$ cat src/rtl/uart_pkg.sv
// uart_pkg: shared UART receive-side constants and the rx entry layout.
//   UART_DATA_W     - frame data width delivered by the receiver
//   UART_FIFO_DEPTH - default receive buffer depth
//   uart_rx_entry_t - one buffered frame: parity-error flag above the data
package uart_pkg;

    localparam int UART_DATA_W     = 9;
    localparam int UART_FIFO_DEPTH = 16;

    typedef struct packed {
        logic                   err;
        logic [UART_DATA_W-1:0] data;
    } uart_rx_entry_t;

endpackage

$ cat src/rtl/uart_sync_fifo.sv
// uart_sync_fifo: generic synchronous FIFO using wrap-bit pointers.
//   clk_i, rst_ni       - clock, asynchronous active-low reset
//   push_i, wdata_i     - write request and data
//   pop_i               - read request (ignored when empty)
//   clear_i             - synchronous flush, overrides push and pop
//   rdata_o             - head entry, driven combinationally (0 when empty)
//   full_o, empty_o     - occupancy flags
//   level_o             - occupancy, 0..DEPTH
//   push_ok_o, pop_ok_o - request would be accepted this cycle (before clear)
module uart_sync_fifo
    import uart_pkg::*;
#(
    parameter  int DEPTH = UART_FIFO_DEPTH,
    parameter  int W     = UART_DATA_W + 1,
    localparam int AW    = $clog2(DEPTH)
) (
    input  logic         clk_i,
    input  logic         rst_ni,
    input  logic         push_i,
    input  logic         pop_i,
    input  logic         clear_i,
    input  logic [W-1:0] wdata_i,
    output logic [W-1:0] rdata_o,
    output logic         full_o,
    output logic         empty_o,
    output logic [AW:0]  level_o,
    output logic         push_ok_o,
    output logic         pop_ok_o
);

    logic [AW:0]  wptr_q, wptr_d, rptr_q, rptr_d;
    logic [W-1:0] mem_q [DEPTH];

    assign empty_o   = wptr_q == rptr_q;
    assign full_o    = (wptr_q ^ rptr_q) == {1'b1, {AW{1'b0}}};
    assign level_o   = wptr_q - rptr_q;
    assign pop_ok_o  = pop_i & ~empty_o;
    // A pop in the same cycle frees the slot, so a push into a full FIFO is still taken.
    assign push_ok_o = push_i & (~full_o | pop_ok_o);
    // Gating keeps the output at 0 while empty, since storage is never reset.
    assign rdata_o   = empty_o ? '0 : mem_q[rptr_q[AW-1:0]];

    always_comb begin
        wptr_d = clear_i ? '0 : wptr_q + (AW+1)'(push_ok_o);
        rptr_d = clear_i ? '0 : rptr_q + (AW+1)'(pop_ok_o);
    end

    always_ff @(posedge clk_i or negedge rst_ni) begin
        if (!rst_ni) begin
            wptr_q <= '0;
            rptr_q <= '0;
        end else begin
            wptr_q <= wptr_d;
            rptr_q <= rptr_d;
        end
    end

    always_ff @(posedge clk_i) begin
        if (push_ok_o && !clear_i) mem_q[wptr_q[AW-1:0]] <= wdata_i;
    end

endmodule

$ cat src/rtl/uart_rx_fifo.sv
// uart_rx_fifo: receive buffer capturing one frame per rising edge of rx_rdy_i.
//   clk_i, rst_ni              - clock, asynchronous active-low reset
//   clk_en_i                   - bit-rate strobe (paces the idle timeout only)
//   en_i                       - receive enable, gates pushes
//   rx_data_i, rx_rdy_i, rx_err_i - receiver frame, ready level, parity error
//   pop_i, clear_i             - consumer pop, synchronous flush
//   watermark_i                - irq_wm_o threshold, 0 disables
//   rd_valid_o, rd_data_o, rd_err_o - head entry presentation
//   level_o, full_o            - occupancy
//   overflow_o                 - sticky dropped-frame flag, cleared by clear_i
//   irq_wm_o                   - level >= watermark_i (registered)
//   irq_timeout_o              - idle timeout, built only with UART_RX_FIFO_TIMEOUT_EN
module uart_rx_fifo
    import uart_pkg::*;
#(
    parameter  int DEPTH        = UART_FIFO_DEPTH,
    parameter  int DATA_W       = UART_DATA_W,
`ifdef UART_RX_FIFO_TIMEOUT_EN
    parameter  int TIMEOUT_BITS = 32,
`endif
    localparam int LVL_W        = $clog2(DEPTH + 1)
) (
    input  logic              clk_i,
    input  logic              rst_ni,
    input  logic              clk_en_i,
    input  logic              en_i,
    input  logic [DATA_W-1:0] rx_data_i,
    input  logic              rx_rdy_i,
    input  logic              rx_err_i,
    input  logic              pop_i,
    input  logic              clear_i,
    input  logic [LVL_W-1:0]  watermark_i,
    output logic              rd_valid_o,
    output logic [DATA_W-1:0] rd_data_o,
    output logic              rd_err_o,
    output logic [LVL_W-1:0]  level_o,
    output logic              full_o,
    output logic              overflow_o,
    output logic              irq_wm_o,
    output logic              irq_timeout_o
);

    logic              rdy_q;
    logic              ovf_q, ovf_d;
    logic              wm_q, wm_d;
    logic              push_ev, push_ok, pop_ok, empty;
    logic [DATA_W:0]   head;
    logic [LVL_W-1:0]  level_d;

    // Edge detect: a held ready level produces exactly one push.
    assign push_ev = rx_rdy_i & ~rdy_q & en_i;

    uart_sync_fifo #(
        .DEPTH (DEPTH),
        .W     (DATA_W + 1)
    ) u_fifo (
        .clk_i     (clk_i),
        .rst_ni    (rst_ni),
        .push_i    (push_ev),
        .pop_i     (pop_i),
        .clear_i   (clear_i),
        .wdata_i   ({rx_err_i, rx_data_i}),
        .rdata_o   (head),
        .full_o    (full_o),
        .empty_o   (empty),
        .level_o   (level_o),
        .push_ok_o (push_ok),
        .pop_ok_o  (pop_ok)
    );

    assign rd_valid_o = ~empty;
    assign rd_err_o   = head[DATA_W];
    assign rd_data_o  = head[DATA_W-1:0];
    assign overflow_o = ovf_q;
    assign irq_wm_o   = wm_q;

    always_comb begin
        level_d = clear_i ? '0 : level_o + LVL_W'(push_ok) - LVL_W'(pop_ok);
        ovf_d   = clear_i ? 1'b0 : ovf_q | (push_ev & ~push_ok);
        wm_d    = (watermark_i != '0) && (level_d >= watermark_i);
    end

    always_ff @(posedge clk_i or negedge rst_ni) begin
        if (!rst_ni) begin
            rdy_q <= 1'b0;
            ovf_q <= 1'b0;
            wm_q  <= 1'b0;
        end else begin
            rdy_q <= rx_rdy_i;
            ovf_q <= ovf_d;
            wm_q  <= wm_d;
        end
    end

`ifdef UART_RX_FIFO_TIMEOUT_EN
    localparam int TW = $clog2(TIMEOUT_BITS + 1);

    logic [TW-1:0] to_cnt_q, to_cnt_d;
    logic          to_q, to_d;

    // Counter saturates at TIMEOUT_BITS; the flag stays up until a pop or clear.
    always_comb begin
        to_cnt_d = (clear_i | push_ev | pop_ok) ? '0 :
                   (clk_en_i & ~empty & (to_cnt_q != TW'(TIMEOUT_BITS))) ? to_cnt_q + 1'b1 : to_cnt_q;
        to_d     = (clear_i | pop_ok) ? 1'b0 : to_q | (to_cnt_d == TW'(TIMEOUT_BITS));
    end

    always_ff @(posedge clk_i or negedge rst_ni) begin
        if (!rst_ni) begin
            to_cnt_q <= '0;
            to_q     <= 1'b0;
        end else begin
            to_cnt_q <= to_cnt_d;
            to_q     <= to_d;
        end
    end

    assign irq_timeout_o = to_q;
`else
    logic unused_clk_en;
    assign unused_clk_en = clk_en_i;
    assign irq_timeout_o = 1'b0;
`endif

endmodule

$ cat config.mk
export PLATFORM = sky130hd
export DESIGN_NAME = uart_rx_fifo
export DESIGN_NICKNAME = d
export VERILOG_FILES = /design/src/rtl/uart_pkg.sv /design/src/rtl/uart_sync_fifo.sv /design/src/rtl/uart_rx_fifo.sv
export SDC_FILE = /design/constraint.sdc
export NUM_CORES = 1
export LEC_CHECK = 0
export ABC_CLOCK_PERIOD_IN_PS = 7800
export BUFFER_PORTS_ARGS = -buffer_cell sky130_fd_sc_hd__buf_2
export CAP_MARGIN = 40
export CORE_MARGIN = 4
export CORE_UTILIZATION = 55
export DETAILED_ROUTE_END_ITERATION = 6
export PLACE_DENSITY = 0.84
export RECOVER_POWER = 100
export SLEW_MARGIN = 30
export SYNTH_ARGS = -nofsm -noshare
export SYNTH_HDL_FRONTEND = slang
export SYNTH_HIERARCHICAL = 1
export SYNTH_SLANG_ARGS = --single-unit
$ cat constraint.sdc
create_clock -name clk_i -period 7.8 [get_ports clk_i]
set_input_delay 0.78 -clock clk_i [delete_from_list [all_inputs] [get_ports clk_i]]
set_output_delay 0.78 -clock clk_i [all_outputs]
set_load 0.005 [all_outputs]
==> run summary, run 1 <==
CTS tree = built
Cts bufs inserted = 17
Synth Warn # = 6
Drc violations = 0
Final period util = 67.5%
Post-synthesis sequential area ratio = 69.3%
Num rows = 42
Crit path arrival time = 5.56 ns
CP Class = reg2reg
Endpoints failing setup = 0
Post-CTS Repair Setup Buffers = 0
Status = complete, no violations
Mean Syn Cell Area = 18.3 um^2
Startpoint Class = flop
P&R area growth vs syn = 11.1%
Power density over the cells = 242 mW/mm^2
Slew Limit Fails = 0
Number of diodes = 0
Min Tclk post-route = 5.27 ns
Die Footprint = 0.0154 mm^2
Syn_nets = 446
Total grt overflow = 0
Via-to-Cell Ratio = 6.01
Slew HR = 20.5%
Clk sinks = 173
Via count = 3898
Starting DRT DRC Count = 319
Die width = 124 um
H-tree depth = 4
Post-synthesis cell type count = 40
Worst EP required = 8.10 ns
Ys flop type = edfxtp_1
Initial Utilization = 56.1%
Worst VDD drop = 0.192 mV
HPWL after detailed placement = 9270 um
Flops & latches, synth = 173
Netlist Area Pre-Place = 0.00740 mm^2
Worst min-delay path class = in2async
Number of global-route vias before repair = 4000
Async SR Flop Fraction = 7.51%
Final core occ = 62.3%
Post-Route Setup TNS = 0 ns
Longest Clk Path Bufs = 2
Clock Tree Root = clkbuf_16
Largest net degree at the start of global routing = 43
Wire per inst = 22.4 um
Routed Wire Length = 14500 um
Share of layout cells above drive strength 1 = 16.7%
Gr usage total = 20.0%
First-pass GRT wire length = 22100 um
PortBufs = 39
Drt pass-1 iters = 5
Cts hold-fix bufs = 0
Filler cells = 925
Max frequency = 190 MHz
Final RePlAce weighted congestion = 0.785
Clk Latency, worst-skew pair = 0.43 ns
Worst setup EP type = flop
ANT nets after route = 0
Fin. Hold Viols = 0
CTS-repair resized insts = 0
Reg clk slew, reported paths = 0.06 ns
Core Region = 0.0132 mm^2
DIE HEIGHT = 124 um
Worst-path fanout max = 16
Initial antenna violation count = 0
I/O pins = 42
Synth Instances = 404
Max-cap viol count = 0
Post-synth EDFFs = 160
Nets@finish = 502
P_leak = 2.83 nW
RSZ-0062 raised after global routing = false
Skew final = 0.0110 ns
Slew @ Worst Pin = 1.19 ns
stage by stage:
| stage | std cells | cell area [um^2] | setup WS, ns | hold slack [ns] | total power [W] |
|---|---|---|---|---|---|
| 2_1_floorplan | 404 | 7400 | 4.24 | 0.484 | 0.00120 |
| 3_3_place_gp | 606 | 7700 | 2.60 | 0.474 | 0.00125 |
| 3_5_place_dp | 615 | 7780 | 2.89 | 0.495 | 0.00126 |
| 4_1_cts | 647 | 8300 | 2.86 | 0.225 | 0.00200 |
| 5_1_grt | 649 | 8220 | 2.20 | 0.428 | 0.00207 |
| 6_report | 649 | 8220 | 2.53 | 0.373 | 0.00199 |
path summary, 6_finish.rpt:
kind,from,endpoint,slack (ns),depth (start not counted)
setup / recovery,u_fifo/rptr_q[3],irq_wm_o,2.53,17
hold / removal,rst_ni,rdy_q,0.37,1
setup reg to reg,u_fifo/rptr_q[3],irq_wm_o,2.53,17
hold reg to reg,overflow_o,overflow_o,0.51,2
max in group asynchronous,rst_ni,u_fifo/rptr_q[0],6.94,1
min in group clk_i,rx_rdy_i,rdy_q,0.48,1
metal layers:
metal	GRT usage, %	vias up	share of wire [%]
met3	5.50	28	7.3
met1	26.0	2003	39
met4	6.57	0	2.0
li1	-	1698	-
met5	0	-	0
met2	33.0	169	51
area by class of cell:
class	instances	area, um^2	area share, %
clock buffer	18	429	5.22
clock inverter	14	91.3	1.11
inverter	21	78.8	0.959
multi-input combinational	192	2010	24.5
sequential	173	5130	62.4
tap	176	220	2.68
timing repair buffer	55	255	3.11
placed cells by master (no fill, tap or decap), types with 5 or more instances in the layout:
| cell type | n |
|---|---|
| edfxtp_1 | 160 |
| clkbuf_1 | 39 |
| mux4_2 | 31 |
| nor2_1 | 25 |
| nand2_1 | 23 |
| inv_1 | 21 |
| ha_1 | 18 |
| clkbuf_16 | 17 |
| buf_2 | 14 |
| dfrtp_1 | 12 |
| mux2i_1 | 10 |
| and3_1 | 10 |
| a211oi_1 | 10 |
| mux4_1 | 9 |
| xnor2_1 | 8 |
| a21oi_1 | 6 |
| nor2b_1 | 6 |
| xor2_1 | 5 |
| clkinv_1 | 5 |
| nand3_1 | 5 |
critical path: stages (launching register included):
cell      delay, ns
dfrtp_1        0.51
clkbuf_1       0.72
inv_1          0.62
ha_1           0.53
nand4_1        0.21
nor2_1         0.35
nor2b_1        0.14
ha_1           0.29
inv_1          0.04
ha_1           0.20
fa_1           0.40
a21o_1         0.20
a21oi_1        0.20
xnor2_1        0.14
nor2_1         0.07
ha_1           0.29
o22ai_1        0.17
a21oi_1        0.07
cells by family (layout without fill, tap and decap cells):
| group | after synthesis | count (layout) | share of synthesized area [%] |
|---|---|---|---|
| flops | 173 | 173 | 69.3 |
| simple gates | 81 | 81 | 5.28 |
| mux | 50 | 50 | 14.0 |
| buf+inv | 39 | 108 | 3.18 |
| compound gates | 25 | 25 | 2.60 |
| fa+ha+maj | 20 | 20 | 3.59 |
| xor+xnor | 15 | 15 | 1.98 |
| other cells | 1 | 1 | 0.0507 |
synthesized netlist by cell type, types with 3 or more instances:
| cell type | instances | area (um^2) |
|---|---|---|
| inv_1 | 21 | 78.8 |
| a211oi_1 | 10 | 75.1 |
| nor2_1 | 25 | 93.8 |
| nand3_1 | 5 | 25.0 |
| xnor2_1 | 8 | 70.1 |
| nor3_1 | 3 | 15.0 |
| mux4_1 | 9 | 236 |
| mux4_2 | 31 | 698 |
| xor2_1 | 5 | 43.8 |
| a21o_1 | 4 | 30.0 |
| nand2_1 | 23 | 86.3 |
| buf_6 | 5 | 56.3 |
| ha_1 | 18 | 225 |
| buf_2 | 3 | 15.0 |
| a21oi_1 | 5 | 25.0 |
| nor2b_1 | 6 | 37.5 |
| mux2i_1 | 10 | 100 |
| dfrtp_1 | 13 | 325 |
| edfxtp_1 | 160 | 4800 |
| clkbuf_1 | 4 | 15.0 |
| and3_1 | 10 | 62.6 |
report_power, final:
part	switching, W	internal, W
clock network	0.000343	0.000405
logic	0.000117	0.000101
registers	0.00000197	0.00102
flip-flops by register name, indices dropped and copies added, names as in the netlist:
name,flops
irq_wm_o,1
overflow_o,1
rdy_q,1
u_fifo/mem_q,160
u_fifo/rptr_q,5
u_fifo/wptr_q,5
(Power assumes the default switching activity.)
==> run 2, diff against run 1 <==
- ABC_CLOCK_PERIOD_IN_PS: 7800 -> 5050
- clock period: 7.8 -> 5.05 ns (I/O delays scaled with it)
==> run 2 against run 1 <==
Total power up 56%. Critical path depth rose by 1. Setup slack worse by 1.8 ns. Flip-flop and latch count stayed put. Utilization grew 0.095 points. Via count fell by 0.18%. Largest cell class unchanged. Die area did not move. Sequential power rose by 55%. Clock power up 60%. Cell count up 0.31%.
==> run summary, run 2 (synthesis results as in run 1) <==
Endpoints failing setup = 0
Clk Latency, worst-skew pair = 0.42 ns
Via count = 3891
Clock Tree Root = clkbuf_16
Worst min-delay path class = in2reg
Min Tclk post-route = 4.30 ns
Initial antenna violation count = 0
CTS tree = built
Hold Worst Slack = 0.195 ns
Skew final = 0.00687 ns
Reg clk slew, reported paths = 0.07 ns
HPWL after detailed placement = 9230 um
Area occupied by multi-input gates = 0.00201 mm^2
Crit path arrival time = 4.60 ns
Final RePlAce weighted congestion = 0.831
Clk sinks = 173
Drt pass-1 iters = 4
Slew HR = 23.4%
Largest net degree at the start of global routing = 42
Number of global-route vias before repair = 3931
H-tree depth = 4
I/O pins = 42
Drc violations = 0
Max frequency = 233 MHz
CP Class = reg2reg
Cts bufs inserted = 17
Worst-path fanout max = 22
Worst setup EP type = flop
Max-cap viol count = 0
ANT nets after route = 0
Post-Route Setup TNS = 0 ns
Status = complete, no violations
Fin. Hold Viols = 0
Filler cells = 928
DIE HEIGHT = 124 um
Worst VDD drop = 0.306 mV
Slew Limit Fails = 0
P&R area growth vs syn = 11.2%
Highest-count cells in the layout ignoring fill and taps = edfxtp_1 (160), clkbuf_1 (42), mux4_2 (31)
RSZ-0062 raised after global routing = false
Power density over the cells = 377 mW/mm^2
Longest Clk Path Bufs = 2
Nets@finish = 504
CTS-repair resized insts = 0
Die Footprint = 0.0154 mm^2
Commonest non-fill, non-tap cell in the layout = edfxtp_1
P_leak = 2.83 nW
Gr usage total = 20.1%
Initial Utilization = 56.1%
Die width = 124 um
Max reg flops = 160
Number of diodes = 0
Storage cell area = 0.00513 mm^2
First-pass GRT wire length = 22000 um
Num rows = 42
Total grt overflow = 0
Startpoint Class = flop
Wire per inst = 22.6 um
Routed Wire Length = 14700 um
Final period util = 85.1%
Slew @ Worst Pin = 1.15 ns
Core Region = 0.0132 mm^2
Starting DRT DRC Count = 445
PortBufs = 39
Via-to-Cell Ratio = 5.98
Worst EP required = 5.36 ns
Share of layout cells above drive strength 1 = 16.8%
## run 2: cell count changes in the layout (fill, tap and decap cells not counted), moves of 2 or more
cell      before  now
buf_2         14    9
clkinv_1       5    1
buf_4          2    5
clkbuf_1      39   42
clkinv_2       1    3
inv_8          0    2
## run 2: power by group
group          internal, W  switching [W]  total [W]
Sequential         0.00157     0.00000359    0.00158
Combinational     0.000151       0.000179   0.000329
Clock             0.000639       0.000556    0.00120
Total              0.00236       0.000738    0.00310
## run 2: layout make-up
| type | count | area share, % |
|---|---|---|
| Clock buffer | 18 | 5.21 |
| Clock inverter | 14 | 1.32 |
| Inverter | 21 | 0.958 |
| Multi-Input combinational cell | 192 | 24.4 |
| Sequential cell | 173 | 62.3 |
| Tap cell | 176 | 2.68 |
| Timing Repair Buffer | 57 | 3.04 |
## run 2: worst max-delay path, cell delays in order, from the launching register on
cell,delay [ns]
dfrtp_1,0.32
buf_4,0.30
inv_1,0.40
ha_1,0.48
nand4_1,0.19
nor2_1,0.15
buf_4,0.21
nor2b_1,0.10
ha_1,0.28
inv_1,0.04
ha_1,0.20
fa_1,0.40
a21o_1,0.19
a21oi_1,0.19
xnor2_1,0.14
nor2_1,0.07
ha_1,0.29
o22ai_1,0.16
a21oi_1,0.05
## run 2: path summary, 6_finish.rpt
path	slack, ns	endpoint	from	depth (start not counted)
hold / removal	0.20	rdy_q	rx_rdy_i	1
setup reg to reg	0.75	irq_wm_o	u_fifo/rptr_q[3]	18
max in group asynchronous	3.91	u_fifo/rptr_q[0]	rst_ni	2
min in group asynchronous	0.64	rdy_q	rst_ni	2
hold reg to reg	0.52	overflow_o	overflow_o	2
setup / recovery	0.75	irq_wm_o	u_fifo/rptr_q[3]	18
## run 2: repair_timing
item,in CTS,in global routing
endpoints found under the hold margin,13,0
hold buffers,1,0
setup buffers,0,0
## run 2: per-layer routing
metal  track usage, %  routed length [um]  vias to the layer above
met5                0                   0                        -
met1             25.6                5670                     1971
met3             5.40                1220                       24
met4             6.43                 256                        0
li1                 -                   -                     1696
met2             34.1                7570                      200
## run 2: through the flow
step	area, um^2	cells	power, W	setup WS, ns	util (%)
3_3_place_gp	7720	609	0.00193	0.929	58.5
2_1_floorplan	7400	404	0.00185	1.49	-
5_1_grt	8230	651	0.00323	0.484	62.4
4_1_cts	8340	651	0.00314	0.809	63.3
6_report	8230	651	0.00310	0.753	62.4
3_5_place_dp	7800	618	0.00194	0.812	59.1
==> run 3, diff against run 2 <==
- BUFFER_PORTS_ARGS: -buffer_cell sky130_fd_sc_hd__buf_2 -> not set
- CORE_MARGIN: 4 -> not set
- DONT_BUFFER_PORTS: not set -> 1
- GPL_ROUTABILITY_DRIVEN: not set -> 1
- PLACE_DENSITY: 0.84 -> 0.81
==> run 3 against run 2 <==
Critical path depth is 1 lower. Highest routed layer unchanged. Largest cell class unchanged. Design area shrank 1.5%. Critical path type unchanged. Total power increased by 1.5%.
==> run summary, run 3 (synthesis results as in run 1) <==
Status = complete, no violations
Worst min-delay path class = in2reg
First-pass GRT wire length = 21500 um
CP Class = reg2reg
Max-cap viol count = 0
Worst VDD drop = 0.339 mV
Core Region = 0.0132 mm^2
Crit path arrival time = 4.14 ns
CP Cell Sequence = buf_4 > inv_1 > ha_1 > nand4_1 > o31a_2 > inv_1 > ha_1 > inv_1 > ha_1 > fa_1 > a21o_1 > a21oi_1 > xnor2_1 > nor2_1 > ha_1 > o22ai_1 > a21oi_1
Share of layout cells above drive strength 1 = 16.7%
Startpoint Class = flop
Number of diodes = 0
Num rows = 42
Highest-count cells in the layout ignoring fill and taps = edfxtp_1 (160), mux4_2 (31), nor2_1 (25)
Worst-path fanout max = 14
Clk sinks = 173
Final RePlAce weighted congestion = 0.837
Clock Tree Root = clkbuf_16
Drt pass-1 iters = 5
Cts bufs inserted = 17
Die Footprint = 0.0139 mm^2
Nets@finish = 461
Final period util = 76.1%
Total grt overflow = 0
Post-Route Setup TNS = 0 ns
P_leak = 2.79 nW
H-tree depth = 4
Placed Cells = 575
Skew final = 0.00861 ns
Most common cell on crit path = ha_1
HPWL after detailed placement = 8550 um
Worst setup EP type = flop
Slew Limit Fails = 0
Filler cells = 891
Via count = 3624
Endpoints failing setup = 0
Max reg flops = 160
Commonest non-fill, non-tap cell in the layout = edfxtp_1
Final instance count without filler cells = 608
Wire per inst = 22.6 um
Longest Clk Path Bufs = 2
Slew HR = 20.6%
DIE HEIGHT = 118 um
Power density over the cells = 388 mW/mm^2
Clk Latency, worst-skew pair = 0.43 ns
Reg clk slew, reported paths = 0.06 ns
Setup slack after layout = 1.21 ns
CP max stage delay = 0.44 ns
Number of global-route vias before repair = 3903
Slowest-stage cell, CP = ha_1
RSZ-0062 raised after global routing = false
Min Tclk post-route = 3.84 ns
Gr usage total = 21.7%
Slew @ Worst Pin = 1.19 ns
PortBufs = 0
P&R area growth vs syn = 9.61%
Starting DRT DRC Count = 232
I/O pins = 42
Fin. Hold Viols = 0
Die width = 118 um
CTS tree = built
Initial antenna violation count = 0
Initial Utilization = 56.1%
Worst EP required = 5.35 ns
Max frequency = 260 MHz
Largest net degree at the start of global routing = 42
ANT nets after route = 0
Drc violations = 0
Routed Wire Length = 13800 um
Via-to-Cell Ratio = 5.96
Dpl ws = 1.28 ns
## run 3: cell types whose count changed in the layout (fill, tap and decap cells not counted), moves of 2 or more
cell | before | now
buf_2 | 9 | 0
bufinv_16 | 0 | 2
clkbuf_1 | 42 | 8
clkinv_4 | 1 | 3
clkinvlp_4 | 2 | 0
inv_6 | 5 | 3
## run 3: worst paths after layout
check | depth (start not counted) | start | slack, ns | endpoint
setup reg to reg | 17 | u_fifo/rptr_q[2] | 1.21 | irq_wm_o
hold reg to reg | 2 | overflow_o | 0.56 | overflow_o
min in group asynchronous | 1 | rst_ni | 0.51 | u_fifo/wptr_q[4]
max in group asynchronous | 1 | rst_ni | 4.12 | u_fifo/rptr_q[0]
setup / recovery | 17 | u_fifo/rptr_q[2] | 1.21 | irq_wm_o
hold / removal | 0 | rx_rdy_i | 0.11 | rdy_q
## run 3: worst max-delay path, delay by kind of cell, from the launching register on
kind | cells | cell delay (ns)
AO/OA/AOI/OAI | 5 | 0.98
XOR/XNOR | 1 | 0.14
adder cells (fa/ha/maj) | 5 | 1.44
buffers and inverters | 4 | 0.55
flip-flops | 1 | 0.33
AND/OR/NAND/NOR | 2 | 0.28
## run 3: per-stage QoR
step | total power, W | hold WS, ns | utilization, % | area, um^2
2_1_floorplan | 0.00185 | 0.209 | - | 7400
3_3_place_gp | 0.00188 | 0.210 | 57.1 | 7530
3_5_place_dp | 0.00189 | 0.210 | 57.5 | 7580
4_1_cts | 0.00318 | 0.0861 | 62.0 | 8180
5_1_grt | 0.00326 | 0.0838 | 61.5 | 8110
6_report | 0.00315 | 0.106 | 61.5 | 8110
## run 3: layout make-up
type                    count  area [um^2]  share of cell area [%]
repair buffers             14         77.6                   0.957
multi-input cells         192         2010                    24.8
clock inverters            15          164                    2.02
inverters                  21         78.8                   0.972
flip-flops and latches    173         5130                    63.3
clock buffers              17          425                    5.25
well taps                 176          220                    2.72
## run 3: what timing repair did
action,in CTS,in global routing
resized for setup,0,0
hold buffers,1,0
buffers inserted,0,0
hold endpoints to repair,13,0
## run 3: layer usage
layer  vias up  wire, um  track usage (%)
li1       1609         -                -
met1      1857      5480             27.3
met2       136      6940             34.9
met3        22      1070             7.27
met4         0       259             8.89
met5         -         0                0
## run 3: power by group
part | internal, W | switching (W)
registers | 0.00157 | 0.00000418
clock network | 0.000737 | 0.000551
logic | 0.000134 | 0.000148
total | 0.00244 | 0.000704
